**src/rtl/bin_to_bcd_seq_if.sv**
```systemverilog
// Request/result bundle for the sequential binary-to-BCD converter.
// master drives start/bin_in; slave (the converter) returns busy/done/bcd_out.
interface bin_to_bcd_seq_if #(
    parameter int unsigned N_BITS = 26
);
    logic              start;
    logic [N_BITS-1:0] bin_in;
    logic              busy;
    logic              done;
    logic [31:0]       bcd_out;

    modport master (
        output start,
        output bin_in,
        input  busy,
        input  done,
        input  bcd_out
    );

    modport slave (
        input  start,
        input  bin_in,
        output busy,
        output done,
        output bcd_out
    );
endinterface

```
**src/rtl/bin_to_bcd_seq.sv**
```systemverilog
// Sequential double-dabble converter: one binary bit per clock, result
// latched into bcd_out with a single-cycle done pulse.
module bin_to_bcd_seq #(
    parameter int unsigned N_BITS = 26,
    parameter int unsigned DIGITS = 8
) (
    input logic             clock,
    input logic             reset,
    bin_to_bcd_seq_if.slave bus
);
    localparam int unsigned BCD_W = 4 * DIGITS;
    localparam int unsigned CNT_W = $clog2(N_BITS + 1);

    typedef enum logic [1:0] {
        IDLE,
        SHIFT,
        FINISH
    } state_e;

    state_e             state_q, state_d;
    logic [N_BITS-1:0]  bin_q, bin_d;
    logic [BCD_W-1:0]   scratch_q, scratch_d;
    logic [BCD_W-1:0]   adj;
    logic [CNT_W-1:0]   cnt_q, cnt_d;
    logic [31:0]        bcd_q, bcd_d;
    logic               done_q, done_d;

    // Add-3 correction per digit, no carry between digits
    always_comb begin
        adj = scratch_q;
        for (int unsigned i = 0; i < DIGITS; i++) begin
            if (scratch_q[4*i +: 4] >= 4'd5) begin
                adj[4*i +: 4] = scratch_q[4*i +: 4] + 4'd3;
            end
        end
    end

    always_comb begin
        state_d   = state_q;
        bin_d     = bin_q;
        scratch_d = scratch_q;
        cnt_d     = cnt_q;
        bcd_d     = bcd_q;
        done_d    = 1'b0;
        unique case (state_q)
            IDLE: begin
                if (bus.start) begin
                    bin_d     = bus.bin_in;
                    scratch_d = '0;
                    cnt_d     = CNT_W'(N_BITS);
                    state_d   = SHIFT;
                end
            end
            SHIFT: begin
                scratch_d = {adj[BCD_W-2:0], bin_q[N_BITS-1]};
                bin_d     = {bin_q[N_BITS-2:0], 1'b0};
                cnt_d     = cnt_q - 1'b1;
                if (cnt_q == CNT_W'(1)) begin
                    state_d = FINISH;
                end
            end
            FINISH: begin
                bcd_d   = scratch_q;
                done_d  = 1'b1;
                state_d = IDLE;
            end
            default: state_d = IDLE;
        endcase
    end

    always_ff @(posedge clock or negedge reset) begin
        if (!reset) begin
            state_q   <= IDLE;
            bin_q     <= '0;
            scratch_q <= '0;
            cnt_q     <= '0;
            bcd_q     <= '0;
            done_q    <= 1'b0;
        end else begin
            state_q   <= state_d;
            bin_q     <= bin_d;
            scratch_q <= scratch_d;
            cnt_q     <= cnt_d;
            bcd_q     <= bcd_d;
            done_q    <= done_d;
        end
    end

    assign bus.busy    = (state_q != IDLE);
    assign bus.done    = done_q;
    assign bus.bcd_out = bcd_q;

endmodule

```
**src/flat_wrapper.sv**
```systemverilog
// flat-port wrapper written by rule: the top's interface ports become plain ports
module bin_to_bcd_seq_flat 
#(
    parameter int unsigned N_BITS = 26,
    parameter int unsigned DIGITS = 8
)
  (clock, reset, bus_start, bus_bin_in, bus_busy, bus_done, bus_bcd_out);
  bin_to_bcd_seq_if #(.N_BITS(N_BITS)) bus_i ();
  input logic clock;
  input logic reset;
  input wire logic [$bits(bus_i.start)-1:0] bus_start;
  input wire logic [$bits(bus_i.bin_in)-1:0] bus_bin_in;
  output wire logic [$bits(bus_i.busy)-1:0] bus_busy;
  output wire logic [$bits(bus_i.done)-1:0] bus_done;
  output wire logic [$bits(bus_i.bcd_out)-1:0] bus_bcd_out;
  assign bus_i.start = bus_start;
  assign bus_i.bin_in = bus_bin_in;
  assign bus_busy = bus_i.busy;
  assign bus_done = bus_i.done;
  assign bus_bcd_out = bus_i.bcd_out;
  bin_to_bcd_seq #(.N_BITS(N_BITS), .DIGITS(DIGITS)) u_core (.clock(clock), .reset(reset), .bus(bus_i));
endmodule
```
**config.mk**
```make
export PLATFORM = sky130hd
export DESIGN_NAME = bin_to_bcd_seq_flat
export DESIGN_NICKNAME = d
export VERILOG_FILES = /design/src/rtl/bin_to_bcd_seq_if.sv /design/src/rtl/bin_to_bcd_seq.sv /design/src/flat_wrapper.sv
export SDC_FILE = /design/constraint.sdc
export NUM_CORES = 1
export LEC_CHECK = 0
export ABC_AREA = 1
export BUFFER_PORTS_ARGS = -buffer_cell sky130_fd_sc_hd__buf_2
export CORE_ASPECT_RATIO = 0.6
export CORE_MARGIN = 2
export CORE_UTILIZATION = 50
export CTS_CLUSTER_DIAMETER = 100
export DETAILED_ROUTE_END_ITERATION = 8
export PLACE_DENSITY = 0.71
export SLEW_MARGIN = 20
export SYNTH_ARGS = -nofsm -noshare
export SYNTH_HDL_FRONTEND = slang
export SYNTH_SLANG_ARGS = --single-unit
```
**constraint.sdc**
```tcl
create_clock -name clock -period 2.6 [get_ports clock]
set_clock_uncertainty 0.1 [all_clocks]
set_input_delay 0.52 -clock clock [delete_from_list [all_inputs] [get_ports clock]]
set_output_delay 0.52 -clock clock [all_outputs]
set_load 0.02 [all_outputs]
```
==> impl_metrics.ini, run 1 <==
[finish]
area_delta_synth_final_pct = 13.8
mostFrequentLayoutCells = 182 x nand2_1, 98 x dfrtp_1, 61 x buf_2
final_common_cell = nand2_1
n_fill_cell = 831
layout-drive-gt1-share_pct = 18.9
nets = 660
layoutNonFillerInstCount = 748
final_core_util_pct = 59.2
antenna_cells = 0

[floorplan]
die_h_um = 80.2
ios = 63
dieArea_sq_um = 10500
core-area_sq_um = 9290
start_util_pct = 52.0
dieWidth_um = 131
rows = 27

[timing]
rsz0062_at_grt = no
drv_slew = 0
finalHoldViolations = 0
setup_tns_ns = 0
finalWorstPathRequiredPeriod_ns = 1.94
fmax_mhz = 517
fin_crit_sh_pct = 74.4
fin_ws_ns = 0.664
relSlewSlack_pct = 62.1
worst_pin_slew_ns = 0.567
setup_viol = 0

[synthesis]
ys_seq_elements = 98
synth_fp_nets = 603
netlist_area_sq_um = 4830
synthCells = 556
ys_seq_area_share_pct = 50.8
synth.avg_cell_area_sq_um = 8.69
ys_warn_count = 0
yosys.cell_types.count = 25

[critical_path]
r2r_start = u_core.state_q[1]
crit_fanout = 31
path_class = flip-flop to flip-flop
critPathArrivalTime_ns = 2.10
end_kind = flip-flop
crit_path_start_kind = flip-flop
slowest_stage = dfrtp_1
crit_required_ns = 2.77
max_stage_delay_ns = 0.38
crit_chain = inv_2 -> nand2_2 -> nand2_4 -> inv_4 -> nand2_1 -> o211ai_2
reg2reg_to = u_core.bin_q[24]
critPathCapture = u_core.bin_q[24]
r2r_slack_ns = 0.66
cp-startpoint = u_core.state_q[1]
r2r_cells = 6

[clock_network]
clock-sinks = 98
clockBufferDepth = 2
path_clk_slew_ns = 0.07
h-tree-depth = 3
cts_root_buf = clkbuf_16
post_cts_resized = 0
post_cts_buffers = 0
cts_buffers = 9
cts_tree = done
clk_latency_ns = 0.35
cts_hold_buf = 0

[job]
drv_cap = 0

[detailed_routing]
antenna_left = 0
drt_iter0_drc = 401
firstDrtPassIters = 5
viasPerCell = 5.20
wl_mm = 10.1
route.detailed.drc = 0
wl_per_cell_um = 13.5
vias = 3889

[placement]
post-place-cells = 732
finalWeightedCongestion = 0.796
portBuffers = 62
dp_hpwl_mm = 6.90
dpl_worst_slack_ns = 0.708

[power_and_ir_drop]
pwr-share-clk_pct = 19.1
p_int_w = 0.00377
ir_drop_mv = 0.451
sw_frac_of_total_pct = 42.6
switchingPower_w = 0.00279
power.leakage_nw = 2.82
combPwrFrac_pct = 42.7
p_per_area_nw_per_um2 = 1190
power_w = 0.00656
pwr-share-seq_pct = 38.2

[global_route]
grt_max_degree = 42
antenna_found_initial = 0
grt_usage_pct = 20.3
grt_pass1_vias = 3557
grt_pass1_wl_mm = 16.6
overflow = 0

[hold_path]
worstHoldPathType = input pin to asynchronous set/reset pin

[run_status]
outcome = finished, final reports clean
[layout make-up]
cell class	instances	area, sq um	area share, %
sequential	98	2450	44.6
inverter	63	241	4.39
tap	130	163	2.96
multi-input combinational	375	1980	36.0
clock inverter	6	42.5	0.774
clock buffer	10	239	4.35
timing repair buffer	66	380	6.92
[power groups by stage]
stage	Clock (W)	Combinational (W)	Sequential (W)
2_1_floorplan	0	0.00204	0.00258
3_3_place_gp	0	0.00268	0.00250
3_5_place_dp	0	0.00279	0.00252
4_1_cts	0.00128	0.00280	0.00250
5_1_grt	0.00134	0.00321	0.00258
6_report	0.00125	0.00280	0.00251
[registers in the layout, summed over array words and instances (netlist names)]
name,flops
u_core.scratch_q,32
u_core.bin_q,26
u_core.state_q,2
u_core.bus.bcd_out,32
u_core.cnt_q,5
u_core.bus.done,1
[routing by layer]
layer / wire [um] / global-route usage, %
met1: 5230 / 29.4
met2: 4280 / 30.4
met3: 438 / 5.06
met4: 116 / 5.43
met5: 0 / 0
[kinds of logic after synthesis]
group | count (synthesis) | synth area share (%)
flip-flops | 98 | 50.8
buffers and inverters | 83 | 8.26
adder cells (fa/ha/maj) | 18 | 4.66
AND/OR/NAND/NOR | 268 | 23.6
AO/OA/AOI/OAI | 89 | 12.7
[stage by stage]
step	hold slack (ns)	cell area, sq um
final	0.0436	5500
after global routing	0.0852	5500
after CTS	0.0631	5500
after detailed placement	0.360	5220
after global placement	0.360	5220
after floorplan	0.124	4830
[cells in the mapped netlist, drive strengths merged]
library cell | count | area [sq um]
nand3 | 52 | 260
buf | 20 | 158
o22ai | 1 | 6.26
nand4 | 17 | 106
dfrtp | 98 | 2450
ha | 18 | 225
a22oi | 1 | 7.51
o21ai | 57 | 360
a21oi | 2 | 10.0
o21bai | 7 | 52.6
inv | 63 | 241
o211ai | 21 | 178
nor3 | 2 | 10.0
nor2 | 11 | 46.3
nand2 | 186 | 718
[worst min path at each step]
stage	to	depth (start not counted)	slack, ns	from
detailed placement	u_core.bin_q[0]	2	0.36	u_core.bin_q[0]
CTS	u_core.bin_q[24]	1	0.06	reset
finish	u_core.bin_q[4]	1	0.04	reset
global route	u_core.bin_q[4]	1	0.09	reset
global placement	u_core.bin_q[0]	2	0.36	u_core.bin_q[0]
floorplan	u_core.bin_q[0]	0	0.12	reset
[critical path: cells and delay by family, from the launching register on]
kind	cells	cell delay, ns
buffers and inverters	2	0.42
DFF	1	0.38
and+or+nand+nor	3	0.87
AOI/OAI and AO/OA	1	0.08
Note: power is estimated with default switching activity, not from simulation.
==> inputs of run 2 (changes only) <==
Clock period 2.6 ns to 2 ns, I/O delays scaled along.
==> impl_metrics.ini, run 2 (synthesized netlist as in run 1, its figures left out) <==
[timing]
worst_pin_slew_ns = 0.387
rsz0062_at_grt = no
finalWorstPathRequiredPeriod_ns = 1.59
relSlewSlack_pct = 74.2
fin_crit_sh_pct = 79.3
setup_viol = 0
fin_ws_ns = 0.413
setup_tns_ns = 0
finalHoldViolations = 0
drv_slew = 0
fmax_mhz = 630

[global_route]
grt_usage_pct = 21.7
use_met2_pct = 32.4
busiest_layer = met2
grt_pass1_vias = 3785
grt_max_degree = 65
overflow = 0
use_met1_pct = 31.6
antenna_found_initial = 0
use_met3_pct = 5.40
grt_pass1_wl_mm = 17.9

[floorplan]
dieWidth_um = 131
dieArea_sq_um = 10500
rows = 27
ios = 63
core-area_sq_um = 9290
die_h_um = 80.2
start_util_pct = 52.0

[detailed_routing]
wl_per_cell_um = 13.7
antenna_left = 0
wl_mm = 10.3
route.detailed.drc = 0
drt_iter0_drc = 301
vias = 3900
firstDrtPassIters = 5
viasPerCell = 5.18

[power_and_ir_drop]
ir_drop_mv = 0.576
p_per_area_nw_per_um2 = 1580
power.leakage_nw = 2.86

[critical_path]
path_class = flip-flop to primary output
critPathArrivalTime_ns = 1.09
crit_required_ns = 1.50
crit_path_start_kind = flip-flop
end_kind = primary output
crit_fanout = 3

[clock_network]
post_cts_buffers = 0
h-tree-depth = 3
cts_root_buf = clkbuf_16
clock-sinks = 98
cts_buffers = 9
clk_latency_ns = 0.34
cts_tree = done
clockBufferDepth = 2
path_clk_slew_ns = 0.06

[run_status]
outcome = finished, final reports clean

[finish]
nets = 665
layoutNonFillerInstCount = 753
area_delta_synth_final_pct = 15.3
antenna_cells = 0
postLayoutCellArea_sq_um = 5570
layout-drive-gt1-share_pct = 18.8
final_common_cell = nand2_1
mostFrequentLayoutCells = 182 x nand2_1, 98 x dfrtp_1, 61 x buf_2

[placement]
dpl_worst_slack_ns = 0.432
portBuffers = 62
post-place-cells = 736
postPlaceCellArea_sq_um = 5250
finalWeightedCongestion = 0.842
dp_hpwl_mm = 7.11

[hold_path]
worstHoldPathType = input pin to flip-flop

[job]
drv_cap = 0
run 2: cell types whose count changed in the layout (fill, tap and decap cells not counted), sizes merged:
| cell | previous run | this run |
|---|---|---|
| clkinv | 4 | 0 |
| bufinv | 0 | 2 |
| dlygate4sd3 | 0 | 1 |
| clkinvlp | 2 | 0 |
| clkbuf | 10 | 14 |
| buf | 66 | 70 |
run 2: where the power goes:
group          total [W]  switching (W)  internal, W
Combinational    0.00369        0.00239      0.00130
Clock            0.00184       0.000703      0.00113
Sequential       0.00327       0.000512      0.00276
run 2: final cells by class:
type / count / area [sq um]
fillers: 827 / 3720
flip-flops and latches: 98 / 2450
multi-input cells: 375 / 1980
repair buffers: 71 / 420
clock buffers: 14 / 254
inverters: 63 / 241
well taps: 130 / 163
clock inverters: 2 / 60.1
run 2: what timing repair did:
item	in CTS	in global routing
hold buffers	1	0
endpoints found under the setup margin	0	0
endpoints found under the hold margin	25	0
gates resized for setup	0	0
run 2: critical path: stages (launching register included):
cell and delay (ns):
dfrtp_1 0.42, nor2_2 0.13, inv_1 0.05, buf_2 0.15
run 2: path summary, 6_finish.rpt:
check	start	slack, ns	depth (start not counted)	to
setup / recovery	u_core.state_q[0]	0.41	3	bus_busy
hold / removal	bus_bin_in[0]	0.16	3	u_core.bin_q[0]
setup reg to reg	u_core.state_q[1]	0.45	6	u_core.bin_q[21]
hold reg to reg	u_core.bus.bcd_out[15]	0.38	2	u_core.bus.bcd_out[15]
max in group asynchronous	reset	0.75	3	u_core.bin_q[15]
min in group asynchronous	reset	0.43	2	u_core.bus.bcd_out[19]
run 2: through the flow:
step	utilization (%)	hold slack (ns)	total power (W)
2_1_floorplan	-	0.00441	0.00600
3_3_place_gp	56.5	0.246	0.00679
3_5_place_dp	56.5	0.253	0.00695
4_1_cts	60.0	0.153	0.00883
5_1_grt	60.0	0.175	0.00961
6_report	60.0	0.159	0.00880
run 2: routing by layer:
metal | vias up | share of wire (%)
li1 | 1944 | -
met1 | 1825 | 50
met2 | 120 | 43
met3 | 11 | 5.6
met4 | 0 | 1.2
met5 | - | 0
==> inputs of run 3 (changes only) <==
Settings changed: PLACE_DENSITY 0.71 to 0.73.
Clock period 2 ns to 1.29 ns, I/O delays scaled along.
==> impl_metrics.ini, run 3 (synthesized netlist as in run 1, its figures left out) <==
[clock_network]
clk_latency_ns = 0.34
clock-sinks = 98
clockBufferDepth = 2
cts_tree = done
h-tree-depth = 3
cts_root_buf = clkbuf_16
path_clk_slew_ns = 0.06
cts_buffers = 9

[placement]
dp_hpwl_mm = 7.40
finalWeightedCongestion = 0.877
portBuffers = 62
post-place-cells = 774
postPlaceCellArea_sq_um = 5620

[critical_path]
crit_path_start_kind = flip-flop
r2r_start = u_core.state_q[0]
critPathArrivalTime_ns = 1.59
cp-startpoint = u_core.state_q[0]
critPathCapture = u_core.scratch_q[3]
path_class = flip-flop to flip-flop
crit_required_ns = 1.41
crit_fanout = 16
r2r_slack_ns = -0.18
r2r_cells = 7
end_kind = flip-flop
reg2reg_to = u_core.scratch_q[3]

[finish]
final_common_cell = nand2_1
layout-drive-gt1-share_pct = 31.7
n_fill_cell = 682
final_core_util_pct = 69.8
area_delta_synth_final_pct = 34.1
nets = 730
postLayoutCellArea_sq_um = 6480
mostFrequentLayoutCells = 172 x nand2_1, 97 x dfrtp_1, 59 x buf_2
layoutNonFillerInstCount = 818
multi_input_area_sq_um = 2140
seqCellArea_sq_um = 2450
antenna_cells = 0

[timing]
fmax_mhz = 678
finalWorstPathRequiredPeriod_ns = 1.47
rsz0062_at_grt = yes
worst_pin_slew_ns = 0.263
setup_viol = 94
fin_crit_sh_pct = 114
drv_slew = 0
finalHoldViolations = 0
relSlewSlack_pct = 82.3
holdWs_ns = 0.0236
fin_ws_ns = -0.184

[global_route]
grt_pass1_wl_mm = 18.6
overflow = 0
grt_pass1_vias = 3904
antenna_found_initial = 0
grt_max_degree = 39
grt_usage_pct = 22.9

[detailed_routing]
wl_per_cell_um = 15.0
firstDrtPassIters = 7
antenna_left = 0
wl_mm = 12.2
drt_iter0_drc = 313
viasPerCell = 5.32
route.detailed.drc = 0
vias = 4348

[floorplan]
ios = 63
dieArea_sq_um = 10500
dieWidth_um = 131
die_h_um = 80.2
rows = 27
core-area_sq_um = 9290
start_util_pct = 52.0

[hold_path]
worstHoldPathType = input pin to flip-flop

[power_and_ir_drop]
power.leakage_nw = 3.31
p_per_area_nw_per_um2 = 2420
power_w = 0.0157
ir_drop_mv = 0.972

[job]
drv_cap = 0

[run_status]
violations = negative setup slack
outcome = complete, but fails checks
-- run 3: worst min path at each step --
stage                         startpoint                     end  slack [ns]  cells past startpoint
after floorplan                    reset         u_core.bin_q[0]       -0.14                      0
after global placement             reset  u_core.bus.bcd_out[30]        0.02                      1
after detailed placement           reset  u_core.bus.bcd_out[30]        0.02                      1
after CTS                 bus_bin_in[19]        u_core.bin_q[19]        0.02                      3
after global routing      bus_bin_in[22]        u_core.bin_q[22]        0.03                      3
final                     bus_bin_in[19]        u_core.bin_q[19]        0.02                      3
-- run 3: stage by stage --
step	worst slack [ns]	setup TNS (ns)
final	-0.184	-6.49
after global routing	-0.224	-10.64
after CTS	-0.169	-3.23
after detailed placement	-0.110	-1.42
after global placement	-0.0487	-0.109
after floorplan	0.0313	0
-- run 3: timing repair --
item,in CTS,in global routing
buffers inserted,8,12
endpoints found under the setup margin,50,96
endpoints found under the hold margin,98,0
gates resized for setup,44,37
cloned,4,3
pin swaps,3,6
hold buffers,1,0
-- run 3: power breakdown --
group | internal (W) | switching, W | total [W]
Combinational | 0.00348 | 0.00451 | 0.00799
Sequential | 0.00427 | 0.000806 | 0.00508
Clock | 0.00150 | 0.00110 | 0.00260
-- run 3: worst max-delay path: stages (launching register included) --
cell,delay [ns]
dfrtp_2,0.43
buf_4,0.17
nand2_8,0.12
clkinv_8,0.09
buf_12,0.15
buf_4,0.13
nand3_1,0.08
o21ai_1,0.07
-- run 3: cell type report --
| cell class | count | share of cell area [%] |
|---|---|---|
| clock buffer | 13 | 3.71 |
| timing repair inverter | 2 | 0.348 |
| timing repair buffer | 134 | 17.6 |
| inverter | 63 | 4.31 |
| sequential | 98 | 37.9 |
| tap | 130 | 2.51 |
| multi-input combinational | 375 | 33.0 |
| clock inverter | 3 | 0.618 |
-- run 3: per-layer routing --
layer	vias up	part of all wire, %	GRT usage [%]
met2	184	46	35.8
li1	2075	-	-
met1	2074	46	32.3
met4	0	1.2	5.85
met5	-	0	0
met3	15	7.1	5.40
